File: src/rtl/run_controller_pkg.sv
// Shared definitions for the run sequencer.
//   run_state_t   : sequencer states
//   PROG_BASE     : entry address of each program slot
//   TIMEOUT_DEF   : default RUN-state watchdog limit
//   next_prog_idx : rotation helper, wraps at the program count
package run_ctrl_pkg;

  localparam int          PC_W_DEF    = 10;
  localparam int          CNT_W_DEF   = 16;
  localparam int unsigned TIMEOUT_DEF = 32'h0000_FFFF;
  localparam int          MAX_PROG    = 4;

  typedef enum logic [2:0] {
    IDLE  = 3'd0,
    ARMED = 3'd1,
    LOAD  = 3'd2,
    RUN   = 3'd3,
    DONE  = 3'd4
  } run_state_t;

  localparam logic [PC_W_DEF-1:0] PROG_BASE [MAX_PROG] = '{10'd0, 10'd256, 10'd512, 10'd768};

  // Advance the program index, wrapping from nprog-1 back to 0.
  function automatic logic [1:0] next_prog_idx(input logic [1:0] idx, input int nprog);
    if (int'(idx) >= nprog - 1) begin
      return 2'd0;
    end else begin
      return idx + 2'd1;
    end
  endfunction

endpackage

File: src/rtl/run_controller_if.sv
// Handshake/control bundle between the run sequencer and its environment.
//   master : testbench / TopLevel side (drives Start, HaltReq)
//   slave  : run_controller side (drives RunEn, PcLoad, PcLoadVal, ProgIdx,
//            Ack, Timeout, CycleCount)
interface run_controller_if
  import run_ctrl_pkg::*;
#(
  parameter int PC_W  = PC_W_DEF,
  parameter int CNT_W = CNT_W_DEF
);

  logic             Start;
  logic             HaltReq;
  logic             RunEn;
  logic             PcLoad;
  logic [PC_W-1:0]  PcLoadVal;
  logic [1:0]       ProgIdx;
  logic             Ack;
  logic             Timeout;
  logic [CNT_W-1:0] CycleCount;

  modport master (
    output Start, HaltReq,
    input  RunEn, PcLoad, PcLoadVal, ProgIdx, Ack, Timeout, CycleCount
  );

  modport slave (
    input  Start, HaltReq,
    output RunEn, PcLoad, PcLoadVal, ProgIdx, Ack, Timeout, CycleCount
  );

endinterface

File: src/rtl/run_cycle_counter.sv
// Saturating cycle counter with synchronous clear and count enable.
//   Clk, Reset : clock, asynchronous active-low reset
//   clr        : load zero (has priority over en)
//   en         : count up by one, sticking at all-ones
//   count      : current count
//   wd_hit     : registered flag, high while count == TIMEOUT-1
module run_cycle_counter
  import run_ctrl_pkg::*;
#(
  parameter int          CNT_W   = CNT_W_DEF,
  parameter int unsigned TIMEOUT = TIMEOUT_DEF
) (
  input  logic             Clk,
  input  logic             Reset,
  input  logic             clr,
  input  logic             en,
  output logic [CNT_W-1:0] count,
  output logic             wd_hit
);

  localparam logic [CNT_W-1:0] WD_LIMIT = CNT_W'(TIMEOUT - 32'd1);
  localparam logic [CNT_W-1:0] CNT_MAX  = '1;

  logic [CNT_W-1:0] count_r;
  logic [CNT_W-1:0] count_next_s;
  logic             wd_hit_r;

  // Next count: clear, saturating increment, or hold.
  always_comb begin
    count_next_s = count_r;
    if (clr) begin
      count_next_s = '0;
    end else if (en && (count_r != CNT_MAX)) begin
      count_next_s = count_r + CNT_W'(1);
    end else begin
      count_next_s = count_r;
    end
  end

  // Count register; the watchdog compare is taken from the next value so
  // the flag lines up with the registered count.
  always_ff @(posedge Clk or negedge Reset) begin
    if (!Reset) begin
      count_r  <= '0;
      wd_hit_r <= 1'b0;
    end else begin
      count_r  <= count_next_s;
      wd_hit_r <= (count_next_s == WD_LIMIT);
    end
  end

  assign count  = count_r;
  assign wd_hit = wd_hit_r;

endmodule

File: src/rtl/run_controller.sv
// Run sequencer: turns the Start/Ack handshake into a one-cycle PC load,
// a run-enable window and a done flag, rotating through NPROG programs,
// counting RUN cycles and enforcing a watchdog.
//   Clk, Reset : clock, asynchronous active-low reset
//   bus.Start  : run begins on its falling edge; high during LOAD/RUN aborts
//   bus.HaltReq: done decode, sampled only in RUN
//   bus.RunEn, PcLoad, Ack, Timeout, ProgIdx, CycleCount : registered
//   bus.PcLoadVal : entry address looked up from ProgIdx
module run_controller
  import run_ctrl_pkg::*;
#(
  parameter int          PC_W    = PC_W_DEF,
  parameter int          CNT_W   = CNT_W_DEF,
  parameter int          NPROG   = 3,
  parameter int unsigned TIMEOUT = TIMEOUT_DEF
) (
  input logic           Clk,
  input logic           Reset,
  run_controller_if.slave bus
);

  run_state_t       state_r;
  run_state_t       state_next_s;
  logic [1:0]       prog_idx_r;
  logic [1:0]       prog_idx_next_s;
  logic             timeout_r;
  logic             timeout_next_s;
  logic             run_en_r;
  logic             pc_load_r;
  logic             ack_r;
  logic             cnt_clr_s;
  logic             cnt_en_s;
  logic [CNT_W-1:0] count_s;
  logic             wd_hit_s;

  run_cycle_counter #(
    .CNT_W   (CNT_W),
    .TIMEOUT (TIMEOUT)
  ) u_cycle_counter (
    .Clk    (Clk),
    .Reset  (Reset),
    .clr    (cnt_clr_s),
    .en     (cnt_en_s),
    .count  (count_s),
    .wd_hit (wd_hit_s)
  );

  // Next-state, counter control, timeout flag and program rotation.
  always_comb begin
    state_next_s    = state_r;
    prog_idx_next_s = prog_idx_r;
    timeout_next_s  = timeout_r;
    cnt_clr_s       = 1'b0;
    cnt_en_s        = 1'b0;
    case (state_r)
      IDLE: begin
        if (bus.Start) begin
          state_next_s = ARMED;
        end else begin
          state_next_s = IDLE;
        end
      end
      ARMED: begin
        if (!bus.Start) begin
          state_next_s = LOAD;
          cnt_clr_s    = 1'b1;
        end else begin
          state_next_s = ARMED;
        end
      end
      LOAD: begin
        if (bus.Start) begin
          state_next_s = ARMED;
        end else begin
          state_next_s = RUN;
        end
      end
      RUN: begin
        // Every RUN cycle is counted, including the halting one.
        cnt_en_s = 1'b1;
        if (bus.Start) begin
          state_next_s = ARMED;
        end else if (bus.HaltReq) begin
          // HaltReq beats a watchdog hit in the same cycle.
          state_next_s   = DONE;
          timeout_next_s = 1'b0;
        end else if (wd_hit_s) begin
          state_next_s   = DONE;
          timeout_next_s = 1'b1;
        end else begin
          state_next_s = RUN;
        end
      end
      DONE: begin
        if (bus.Start) begin
          state_next_s    = ARMED;
          timeout_next_s  = 1'b0;
          prog_idx_next_s = next_prog_idx(prog_idx_r, NPROG);
        end else begin
          state_next_s = DONE;
        end
      end
      default: begin
        state_next_s = IDLE;
      end
    endcase
  end

  // State and output registers; outputs are decoded from the next state so
  // they are aligned with the state they describe.
  always_ff @(posedge Clk or negedge Reset) begin
    if (!Reset) begin
      state_r    <= IDLE;
      run_en_r   <= 1'b0;
      pc_load_r  <= 1'b0;
      ack_r      <= 1'b0;
      timeout_r  <= 1'b0;
      prog_idx_r <= 2'd0;
    end else begin
      state_r    <= state_next_s;
      run_en_r   <= (state_next_s == RUN);
      pc_load_r  <= (state_next_s == LOAD);
      ack_r      <= (state_next_s == DONE);
      timeout_r  <= timeout_next_s;
      prog_idx_r <= prog_idx_next_s;
    end
  end

  assign bus.RunEn      = run_en_r;
  assign bus.PcLoad     = pc_load_r;
  assign bus.Ack        = ack_r;
  assign bus.Timeout    = timeout_r;
  assign bus.ProgIdx    = prog_idx_r;
  assign bus.CycleCount = count_s;
  assign bus.PcLoadVal  = PC_W'(PROG_BASE[prog_idx_r]);

endmodule

File: src/flat_wrapper.sv
// flat-port wrapper written by rule: the top's interface ports become plain ports
module run_controller_flat import run_ctrl_pkg::*;
#(
  parameter int          PC_W    = PC_W_DEF,
  parameter int          CNT_W   = CNT_W_DEF,
  parameter int          NPROG   = 3,
  parameter int unsigned TIMEOUT = TIMEOUT_DEF
)
  (Clk, Reset, bus_Start, bus_HaltReq, bus_RunEn, bus_PcLoad, bus_PcLoadVal, bus_ProgIdx, bus_Ack, bus_Timeout, bus_CycleCount);
  run_controller_if #(.PC_W(PC_W), .CNT_W(CNT_W)) bus_i ();
  input logic Clk;
  input logic Reset;
  input wire logic [$bits(bus_i.Start)-1:0] bus_Start;
  input wire logic [$bits(bus_i.HaltReq)-1:0] bus_HaltReq;
  output wire logic [$bits(bus_i.RunEn)-1:0] bus_RunEn;
  output wire logic [$bits(bus_i.PcLoad)-1:0] bus_PcLoad;
  output wire logic [$bits(bus_i.PcLoadVal)-1:0] bus_PcLoadVal;
  output wire logic [$bits(bus_i.ProgIdx)-1:0] bus_ProgIdx;
  output wire logic [$bits(bus_i.Ack)-1:0] bus_Ack;
  output wire logic [$bits(bus_i.Timeout)-1:0] bus_Timeout;
  output wire logic [$bits(bus_i.CycleCount)-1:0] bus_CycleCount;
  assign bus_i.Start = bus_Start;
  assign bus_i.HaltReq = bus_HaltReq;
  assign bus_RunEn = bus_i.RunEn;
  assign bus_PcLoad = bus_i.PcLoad;
  assign bus_PcLoadVal = bus_i.PcLoadVal;
  assign bus_ProgIdx = bus_i.ProgIdx;
  assign bus_Ack = bus_i.Ack;
  assign bus_Timeout = bus_i.Timeout;
  assign bus_CycleCount = bus_i.CycleCount;
  run_controller #(.PC_W(PC_W), .CNT_W(CNT_W), .NPROG(NPROG), .TIMEOUT(TIMEOUT)) u_core (.Clk(Clk), .Reset(Reset), .bus(bus_i));
endmodule
File: config.mk
export PLATFORM = sky130hd
export DESIGN_NAME = run_controller_flat
export DESIGN_NICKNAME = d
export VERILOG_FILES = /design/src/rtl/run_controller_pkg.sv /design/src/rtl/run_controller_if.sv /design/src/rtl/run_cycle_counter.sv /design/src/rtl/run_controller.sv /design/src/flat_wrapper.sv
export SDC_FILE = /design/constraint.sdc
export NUM_CORES = 1
export LEC_CHECK = 0
export CAP_MARGIN = 20
export CORE_MARGIN = 5
export CORE_UTILIZATION = 32
export DETAILED_ROUTE_END_ITERATION = 7
export HOLD_SLACK_MARGIN = 0.12
export SLEW_MARGIN = 20
export SYNTH_ARGS = -nofsm -noshare
export SYNTH_HDL_FRONTEND = slang
export SYNTH_SLANG_ARGS = --single-unit
File: constraint.sdc
create_clock -name Clk -period 2.3 [get_ports Clk]
set_input_delay 0.345 -clock Clk [delete_from_list [all_inputs] [get_ports Clk]]
set_output_delay 0.345 -clock Clk [all_outputs]
set_load 0.005 [all_outputs]
After elaboration in Yosys (flattened, before gate mapping)
Index checks and enable logic that the tools add are counted.

Add/sub/neg operators: 2. $lt $le $gt $ge: 2. Equality and inequality tests: 12. Multiplexer cells: 22. Bitwise operators: 1. Reductions and logical operators: 5.

Operators by type and width (number): 2-to-1 mux 16 bit (2); binary-select mux 10 bit (select 2 bit) (1); 2-to-1 mux 10 bit (2); adder 16 x 1 -> 16 bit (second input constant) (1); == test 16 bit (second input constant) (1); inequality test 16 bit (second input constant) (1); one-hot mux 3 bit (5 select lines) (1); == test 3 x 2 -> 1 bit (second input constant) (4); 2-to-1 mux 3 bit (4); 2-to-1 mux 1 bit (8); == test 3 bit (second input constant) (2); 2-to-1 mux 2 bit (3); inequality test 2 bit (second input constant) (2); AND reduction 4 bit (1); == test 3 x 1 -> 1 bit (second input constant) (1); >= comparator 3 bit (second input constant) (1); zero test 3 bit (1); inequality test 3 bit (second input constant) (1); NOT 2 -> 3 bit (1); adder 2 x 1 -> 2 bit (second input constant) (1); >= comparator 2 bit (second input constant) (1); one-hot mux 1 bit (2 select lines) (1); AND reduction 2 bit (1); nonzero test 2 bit (1); logical AND 1 bit (1).

Register bits after elaboration: 26. Bits of input ports: 4. Output and inout bits: 32. Logic and storage cells: 52.

Logic depth before layout (Yosys ltp)
Depth in word-level cells: 6. Mapped depth: 7. Depth with buffers taken out: 7.

Hierarchy
Synthesis repeated with hierarchy kept, for this count alone.

Cells, all modules: 156. Area total of the unflattened synthesis: 1534.0 µm².

Modules (own cells, without submodules): run_cycle_counter (times used 1, cells an instance 108, area an instance 1043.5 µm², seq. area each 425.4 µm²); run_controller (times used 1, cells an instance 48, area an instance 490.5 µm², seq. area each 225.2 µm²).

Least setup slack after synthesis
Ideal clock, no wire load.

Path type: reg2reg. From: register u_core.u_cycle_counter.count_r[1], in the netlist u_core.u_cycle_counter.count[1]. To: register u_core.u_cycle_counter.wd_hit_r, in the netlist u_core.u_cycle_counter.wd_hit. Setup time: 0.096 ns. Arrival time: 2.206 ns. Required time: 2.204 ns. Setup slack: -0.001 ns. Stages on the path, launching flop included: 8. Buffers on the path: 0. Clock period less this slack: 2.301 ns. Cell sequence: dfrtp_1 > ha_1 > nand4_2 > nor4_2 > nor3_1 > xnor2_1 > or4_1 > nor4_2.

Cells in the longest elaborated chain, start to end: 5. Elaborated cells on any way between the ends: 6. Classes of those cells: add/sub: 1; eq/ne: 2; mux: 2; reduce/logical: 1.

Ends and longest elaborated chain: from (decl) (RTL line run_cycle_counter.sv:24) `logic [CNT_W-1:0] count_r;`; from (signal assigned) (RTL line run_cycle_counter.sv:47) `count_r <= count_next_s;`; branches (longest 2 deep; another with adder 16 x 1 -> 16 bit); 2-to-1 mux 16 bit (*) (RTL line run_cycle_counter.sv:33) `end else if (en && (count_r != CNT_MAX)) begin`; 2-to-1 mux 16 bit (*) (RTL line run_cycle_counter.sv:31) `if (clr) begin`; == test 16 bit (*) (RTL line run_cycle_counter.sv:48) `wd_hit_r <= (count_next_s == WD_LIMIT);`; to (signal assigned) (RTL line run_cycle_counter.sv:48); to (decl) (RTL line run_cycle_counter.sv:26) `logic wd_hit_r;`.

Mark *: on every way between the ends. A chain may end at the register's enable or synchronous reset.

Worst setup path in the final report
Ends and elaborated chain as after synthesis.

==> key figures <==
Place
  – Placed wire-length estimate: roughly 2.6 mm
  – Placement Cell Area: around 1900 µm²
  – Routability Congestion: about 0.85
  – Port Buffers: 27

Critical path
  – Worst r2r src: u_core.u_cycle_counter.count[1]
  – Crit. End Element: flop
  – Worst-path cell chain: ha_4, nand4_4, buf_4, nor4_4, nand4_1, xor2_1, or4_4, nor4_2
  – Worst path required time: 2.48 ns
  – CP max FO: 5
  – Worst Setup SP: u_core.u_cycle_counter.count[1]
  – CP arrival: about 2.4 ns
  – Slowest stage delay, CP: around 0.52 ns
  – Slowest CP cell: or4_4
  – Critical Path Source Type: flop
  – Crit path kind: reg2reg

Power and ir drop
  – Comb power frac: 0.307
  – Register share of total power: 0.449
  – Static Leak: between 0.8 and 0.9 nW
  – Int Power: a little under 900 µW
  – Switching pwr: around 360 µW
  – Switching Share: 0.293
  – Max VDD drop: roughly 0.30 mV
  – Clk pwr share: 0.243
  – Power Density: around 620 nW/µm²

Worst hold path
  – Hold Path Class: in2async

Floorplanning
  – Die X-Extent: 77.6 µm
  – Initial Util: 0.333
  – Die Area: about 6000 µm²
  – DIE HEIGHT: just under 80 µm
  – I/O pins: 36
  – CORE AREA: between 4000 and 5000 µm²
  – Row count: 24

Global routing
  – Initial antenna violation count: 0
  – Largest net degree at the start of global routing: 27
  – Vias in the first global route: between 1000 and 1500
  – Global-route wire length before repair: 5.71 mm
  – Total track usage: 0.114
  – Total gr overflow: 0

Synthesis
  – Syn. warnings: 0
  – Post-synth EDFFs: 0
  – Most used flip-flop cell after synthesis: dfrtp_1
  – Register bit total from synthesis: 26
  – Cell variety after synth: 42
  – Gate Count Post-Synth: 150
  – Register area share after synthesis: 0.445
  – Synthesized area: about 1500 µm²
  – Asr flop ratio synth: 1.00
  – Syn_area_per_cell: just under 10 µm²

STA
  – Hold Violations, Final: 0
  – RSZ-0062 raised after global routing: yes
  – Final worst path period need: between 2 and 2.5 ns
  – Max Clk Rate: approximately 0.44 GHz
  – Max-slew violations: 0
  – Final worst-path cycle share: 0.981
  – Final setup fails: 0
  – Clock Skews: 0.00367 ns

CTS
  – Root Driver: clkbuf_8
  – Clk pin slew, worst setup/hold paths: around 0.090 ns
  – Clk sinks: 26
  – CTS tree: built
  – Maximum clock path buffer count: 2
  – H-tree depth: 1
  – Clk_lat worst skew: between 0.2 and 0.3 ns
  – CTS buffer count: 3
  – Hold-fix buffers, CTS: 0

Cells and area
  – # nets final: around 200
  – Final Util: 0.453
  – Area growth, synth to finish: 36.0%
  – Antenna diodes: 0
  – Design Area, Final: between 1500 and 2000 µm²
  – Share of cells above drive strength 1: 0.215

Routing
  – 1st-pass router iterations: 5
  – Via count: 1258
  – Antenna Nets Post-Route: 0
  – Final wirelength: 3.50 mm
  – Initial drt markers: 43
  – Drc violations: 0
  – Via density: approximately 5.1
  – Drt wl/cell: around 14 µm

Run
  – Max-cap violations: 0

Status
  – Status: completed
[synth_stat cells, drive strengths merged (2+ instances only)]
master / n / area (µm²)
nor3: 7 / 35.0
nand3: 10 / 50.1
nand4: 6 / 58.8
nor4: 6 / 71.3
o21ai: 9 / 45.0
a21oi: 8 / 40.0
nand2b: 3 / 18.8
a31oi: 2 / 12.5
xor2: 3 / 26.3
clkbuf: 2 / 7.51
and3: 4 / 26.3
nor2: 16 / 60.1
or4: 2 / 18.8
inv: 2 / 7.51
dfrtp: 26 / 651
and2: 2 / 12.5
buf: 12 / 90.1
or3: 2 / 12.5
nand2: 7 / 26.3
xnor2: 5 / 43.8
[power by group through the flow]
stage | Combinational [mW] | Clock [mW] | Sequential, mW
finish | 0.376 | 0.298 | 0.550
detailed placement | 0.347 | 0 | 0.551
floorplan | 0.168 | 0 | 0.562
global placement | 0.340 | 0 | 0.546
global route | 0.415 | 0.330 | 0.559
CTS | 0.364 | 0.317 | 0.550
[worst max-delay path, delay by kind of cell (launching register included)]
kind / cells / cell delay [ns]
buffers and inverters: 1 / 0.17
xor gates and xnor gates: 1 / 0.18
DFF: 1 / 0.40
and+or+nand+nor: 5 / 1.23
adders and majority gates: 1 / 0.19
[final timing paths]
| path | slack, ns | endpoint | cells past startpoint |
|---|---|---|---|
| max in group asynchronous | 1.59 | u_core.u_cycle_counter.count[7] | 2 |
| min | 0.44 | u_core.bus.Timeout | 2 |
| max reg2reg | 0.04 | u_core.u_cycle_counter.wd_hit | 8 |
| min in group Clk | 0.56 | u_core.bus.ProgIdx[1] | 2 |
| max | 0.04 | u_core.u_cycle_counter.wd_hit | 8 |
| min reg2reg | 0.56 | u_core.bus.ProgIdx[1] | 2 |
[cells in the final DEF (no fill, tap or decap), drive strengths merged, types with 2 or more instances in the layout]
cell type,netlist,layout
nand2,7,7
xor2,3,3
a21oi,8,8
nand3,10,10
and3,4,4
and2,2,2
nand2b,3,3
dfrtp,26,26
xnor2,5,5
inv,2,2
o21ai,9,9
nor2,16,16
clkbuf,2,4
buf,12,21
nor3,7,7
a31oi,2,2
or3,2,2
nand4,6,6
clkdlybuf4s50,0,27
conb,1,8
or4,2,2
nor4,6,6
[registers in the layout, indices dropped and copies added, names as in the netlist]
register / flops
u_core.bus.RunEn: 1
u_core.bus.PcLoad: 1
u_core.bus.Timeout: 1
u_core.state_r: 3
u_core.u_cycle_counter.count: 16
u_core.bus.ProgIdx: 2
u_core.bus.Ack: 1
u_core.u_cycle_counter.wd_hit: 1
[stage by stage]
step / total power [mW] / TNS, ns / cells / setup WS, ns / hold WS, ns
floorplan: 0.730 / 0 / 157 / 0.0464 / 0.0494
global placement: 0.887 / 0 / 238 / 0.0765 / 0.520
detailed placement: 0.897 / 0 / 238 / 0.0159 / 0.542
CTS: 1.23 / 0 / 242 / 0.0374 / 0.446
global route: 1.30 / -0.0656 / 247 / -0.0656 / 0.466
finish: 1.22 / 0 / 247 / 0.0441 / 0.440
[area by class of cell]
cell class                      count  area (µm²)
Inverter                            2        7.51
Timing Repair Buffer               48         428
Sequential cell                    26         656
Fill cell                         412        2400
Clock buffer                        4        55.1
Multi-Input combinational cell    115         777
Tap cell                           52        65.1
[metal layers]
metal / global-route usage / vias up / wire (µm)
li1: - / 615 / -
met2: 0.197 / 36 / 1760
met3: 0.0336 / 2 / 165
met5: 0 / - / 0
met4: 0.0155 / 0 / 8
met1: 0.143 / 605 / 1570
[cells by family after synthesis]
family	synth area share
other cells	0.00257
flops	0.445
xor+xnor	0.0479
buf+inv	0.0719
compound gates	0.102
mux	0.00685
fa+ha+maj	0.00856
simple gates	0.315
[repair_timing]
action                                  in CTS  in global routing
gates resized for setup                      6                  2
hold endpoints to repair                     0                  0
pin swaps                                    2                  4
setup buffers                                0                  5
endpoints found under the setup margin       1                  1
(Power assumes the default switching activity.)
==> RTL edit 1 (config.mk and constraints unchanged) <==
`CNT_W_DEF`: 16 -> 14.
--- a/src/rtl/run_controller_pkg.sv
+++ b/src/rtl/run_controller_pkg.sv
@@ -6,7 +6,7 @@
 package run_ctrl_pkg;
 
   localparam int          PC_W_DEF    = 10;
-  localparam int          CNT_W_DEF   = 16;
+  localparam int          CNT_W_DEF   = 14;
   localparam int unsigned TIMEOUT_DEF = 32'h0000_FFFF;
   localparam int          MAX_PROG    = 4;
 
Interface: changed (resized bus_CycleCount); port bits go from 36 to 34. The function was not compared with the original's and may differ.
==> RTL edit 1 against the original RTL <==
Clock power fell by 3%; sequential cell count shrank 2; design area fell by 14%; routed wire length is 6.3% lower; synthesized area shrank 8.6%; clock skew rose by 1.5 ps; largest power group unchanged; combinational power fell by 5.3%; largest cell class unchanged; setup slack gained 120 ps; power down 6.3%.
==> RTL edit 1: results <==
metrics = {
    "placed_design": {
        "place_ws_ps": 89.9,
        "dp.cells": 226,
        "dp_hpwl_um": 2450,
        "portBuffers": 25,
        "routabilityCongestion": 0.955,
    },
    "timing": {
        "skew_ps": 5.14,
        "post-route-min-period_ps": 2140,
        "whs_ps": 442,
    },
    "logic_synthesis": {
        "synth_area_leaders": "dfrtp_1 45%, buf_4 5.6%, nand2_1 4.2%, nor2_1 4.2%, a21oi_1 4.1%",
        "syn_area_per_cell_um2": 8.97,
        "yosys_register_bits": 24,
        "synth_cell_types": 40,
        "synth_commonest_cells": "24 x dfrtp_1, 15 x nand2_1, 15 x nor2_1",
        "yosysSeqAreaShare_pct": 44.9,
        "ys_warn_count": 0,
        "synth_async_sr_flop_share_pct": 100,
        "synth_edf_count": 0,
    },
    "grt": {
        "grt_use_total_pct": 12.0,
        "grt_pass1_vias": 1197,
        "grt_pass1_wl_um": 5210,
        "grt_max_degree": 25,
    },
    "finish": {
        "inverters": 3,
        "fillers": 418,
        "largest_register_ffs": 14,
        "multiInputGateArea_um2": 653,
        "postLayoutCellArea_um2": 1710,
        "seq_area_um2": 601,
        "num-multi-input-gates": 114,
        "post_route_cells_drive_above_1_share_pct": 11.1,
        "buffers": 35,
        "clockNetworkAreaShare_pct": 3.22,
        "buffer_area_share_pct": 19.0,
        "nets": 186,
    },
    "setup_path": {
        "worstPathArrival_ps": 2350,
        "rr_startpoint": "u_core.u_cycle_counter.count[5]",
        "rrSetupSlack_ps": 160,
        "reg2reg_depth": 6,
        "cpMaxStageDelayCell": "dfrtp_1",
        "cp-startpoint": "u_core.u_cycle_counter.count[5]",
        "cp_max_fo": 8,
    },
    "routing": {
        "finalWirelength_um": 3280,
        "dr.pass1.iters": 5,
        "routed_via_density": 5.28,
        "wire_per_inst_um": 14.2,
        "drtIter0Drc": 50,
    },
    "floorplanning": {
        "die_x_um": 74.6,
    },
    "power_and_ir_drop": {
        "leakage_uw": 0.000707,
        "ir_worst_vdd_uv": 337,
    },
    "clocking": {
        "worstSkewPairLatency_ps": 270,
        "cts-resized-gates": 0,
        "post-cts-setup-buffers": 0,
    },
    "status": {
        "status": "finished clean",
    },
}
[RTL edit 1: cell count changes in the layout (fill, tap and decap cells not counted), sizes merged, moves of 3 or more]
| cell | delta |
|---|---|
| nand4 | -3 |
| buf | -11 |
| nor4 | -5 |
| a21oi | +4 |
| nand2 | +8 |
[RTL edit 1: kinds of logic after synthesis]
kind of cell	share of synthesized area, %
buf+inv	8.15
flops	44.9
fa+ha+maj	0.936
simple gates	25.8
compound gates	13.3
xor+xnor	6.55
other cells	0.281
[RTL edit 1: per-layer routing]
layer / vias up / wire length [um] / GRT usage [%]
met2: 50 / 1620 / 21.3
met1: 592 / 1400 / 14.2
li1: 569 / - / -
met5: - / 0 / 0
met3: 4 / 243 / 4.01
met4: 0 / 19 / 2.77
[RTL edit 1: power breakdown]
group	internal [uW]	switching [uW]
combinational	181	175
sequential	466	37.7
clock	153	135
==> RTL edit 2 (same flow settings) <==
Made on the original files. Make the reset (`Reset`) synchronous in 2 clocked blocks. Comments in the files are not updated.
--- a/src/rtl/run_cycle_counter.sv
+++ b/src/rtl/run_cycle_counter.sv
@@ -39,7 +39,7 @@
 
   // Count register; the watchdog compare is taken from the next value so
   // the flag lines up with the registered count.
-  always_ff @(posedge Clk or negedge Reset) begin
+  always_ff @(posedge Clk) begin
     if (!Reset) begin
       count_r  <= '0;
       wd_hit_r <= 1'b0;
--- a/src/rtl/run_controller.sv
+++ b/src/rtl/run_controller.sv
@@ -108,7 +108,7 @@
 
   // State and output registers; outputs are decoded from the next state so
   // they are aligned with the state they describe.
-  always_ff @(posedge Clk or negedge Reset) begin
+  always_ff @(posedge Clk) begin
     if (!Reset) begin
       state_r    <= IDLE;
       run_en_r   <= 1'b0;
Check against the original RTL: differs if Reset is asserted again (counterexample within 4 cycles, from zero or initial values and one cycle with Reset low); with Reset held inactive, the same outputs for 10 cycles.
==> RTL edit 2 against the original RTL <==
Sequential cell count unchanged; design area shrank 7.7%; clock skew hardly changed; setup slack improved by 160 ps; synthesized area decreased by 1.5%; routed wire length down 5.2%.
Power is not compared: it rests on default switching activity, and its combinational part moved more than twofold at a synthesized area within 25%.
==> RTL edit 2: results <==
metrics = {
    "setup_path": {
        "rr_startpoint": "u_core.u_cycle_counter.count[0]",
        "cpPeakStageDelay_ps": 370,
        "worstPathArrival_ps": 2290,
        "cpMaxStageDelayCell": "or3_1",
        "cp-startpoint": "u_core.u_cycle_counter.count[0]",
        "cp_max_fo": 7,
        "rrSetupSlack_ps": 200,
        "crit_end": "u_core.u_cycle_counter.wd_hit",
    },
    "logic_synthesis": {
        "synth_compound_area_share_pct": 10.8,
        "synthMuxAreaShare_pct": 2.17,
        "synth_ff_type": "dfxtp_1",
        "syn_inst": 171,
        "synth_area_leaders": "dfxtp_1 36%, buf_4 5.7%, nor2_1 5.0%, xnor2_1 4.3%, nand2_1 3.9%",
        "synth-xor-area-share_pct": 6.69,
        "synthAdderAreaFrac_pct": 0.869,
        "synth_async_sr_flop_share_pct": 0,
        "synth_commonest_cells": "26 x dfxtp_1, 19 x nor2_1, 15 x nand2_1",
        "yosysSeqAreaShare_pct": 36.1,
        "synth_cell_types": 45,
    },
    "placed_design": {
        "portBuffers": 27,
        "routabilityCongestion": 0.847,
        "dp_hpwl_um": 2490,
        "dp.cells": 251,
        "dpl_cell_area_um2": 1760,
    },
    "grt": {
        "grt_pass1_wl_um": 5420,
        "grt_pass1_vias": 1154,
        "grt_use_total_pct": 10.7,
        "grt_max_degree": 17,
    },
    "clocking": {
        "htree_num_levels": 1,
        "cts-resized-gates": 0,
    },
    "finish": {
        "fillers": 446,
        "post_route_cells_drive_above_1_share_pct": 10.3,
        "fin_cells": 255,
    },
    "status": {
        "status": "finished clean",
    },
    "routing": {
        "wire_per_inst_um": 13.0,
        "drtIter0Drc": 23,
        "routed_via_density": 5.00,
        "dr.pass1.iters": 4,
    },
    "power_and_ir_drop": {
        "pwr-share-seq_pct": 52.4,
        "leakage_uw": 0.000625,
    },
    "timing": {
        "skew_ps": 3.19,
    },
    "min_path": {
        "worst_hold_path_type": "register to register",
    },
}
==> RTL edit 2: worst register-to-register path: stages (launching register included) <==
cell     delay [ps]
dfxtp_1         320
ha_1            240
and4_1          240
and4_4          230
nor4_4          260
xnor2_1         100
or3_1           370
nor4_2          250
==> RTL edit 2: cell type report <==
class	instances	area share, %
Clock buffer	3	2.25
Clock inverter	1	1.64
Inverter	4	0.819
Multi-Input combinational cell	131	44.1
Sequential cell	26	28.4
Tap cell	52	3.55
Timing Repair Buffer	38	19.2
==> RTL edit 2: per-stage QoR <==
step           power (uW)  worst slack (ps)  hold slack [ps]
2_1_floorplan         496               179              473
3_3_place_gp          505               229              531
3_5_place_dp          504               163              553
4_1_cts               889               147              571
5_1_grt               914              37.8              593
6_report              871               200              570
==> RTL edit 2: layer usage <==
layer | track usage (%) | part of all wire, % | vias to the layer above
met3 | 3.51 | 5.6 | 2
met4 | 1.89 | 0.24 | 0
li1 | - | - | 650
met1 | 13.9 | 48 | 596
met5 | 0 | 0 | -
met2 | 17.6 | 47 | 28
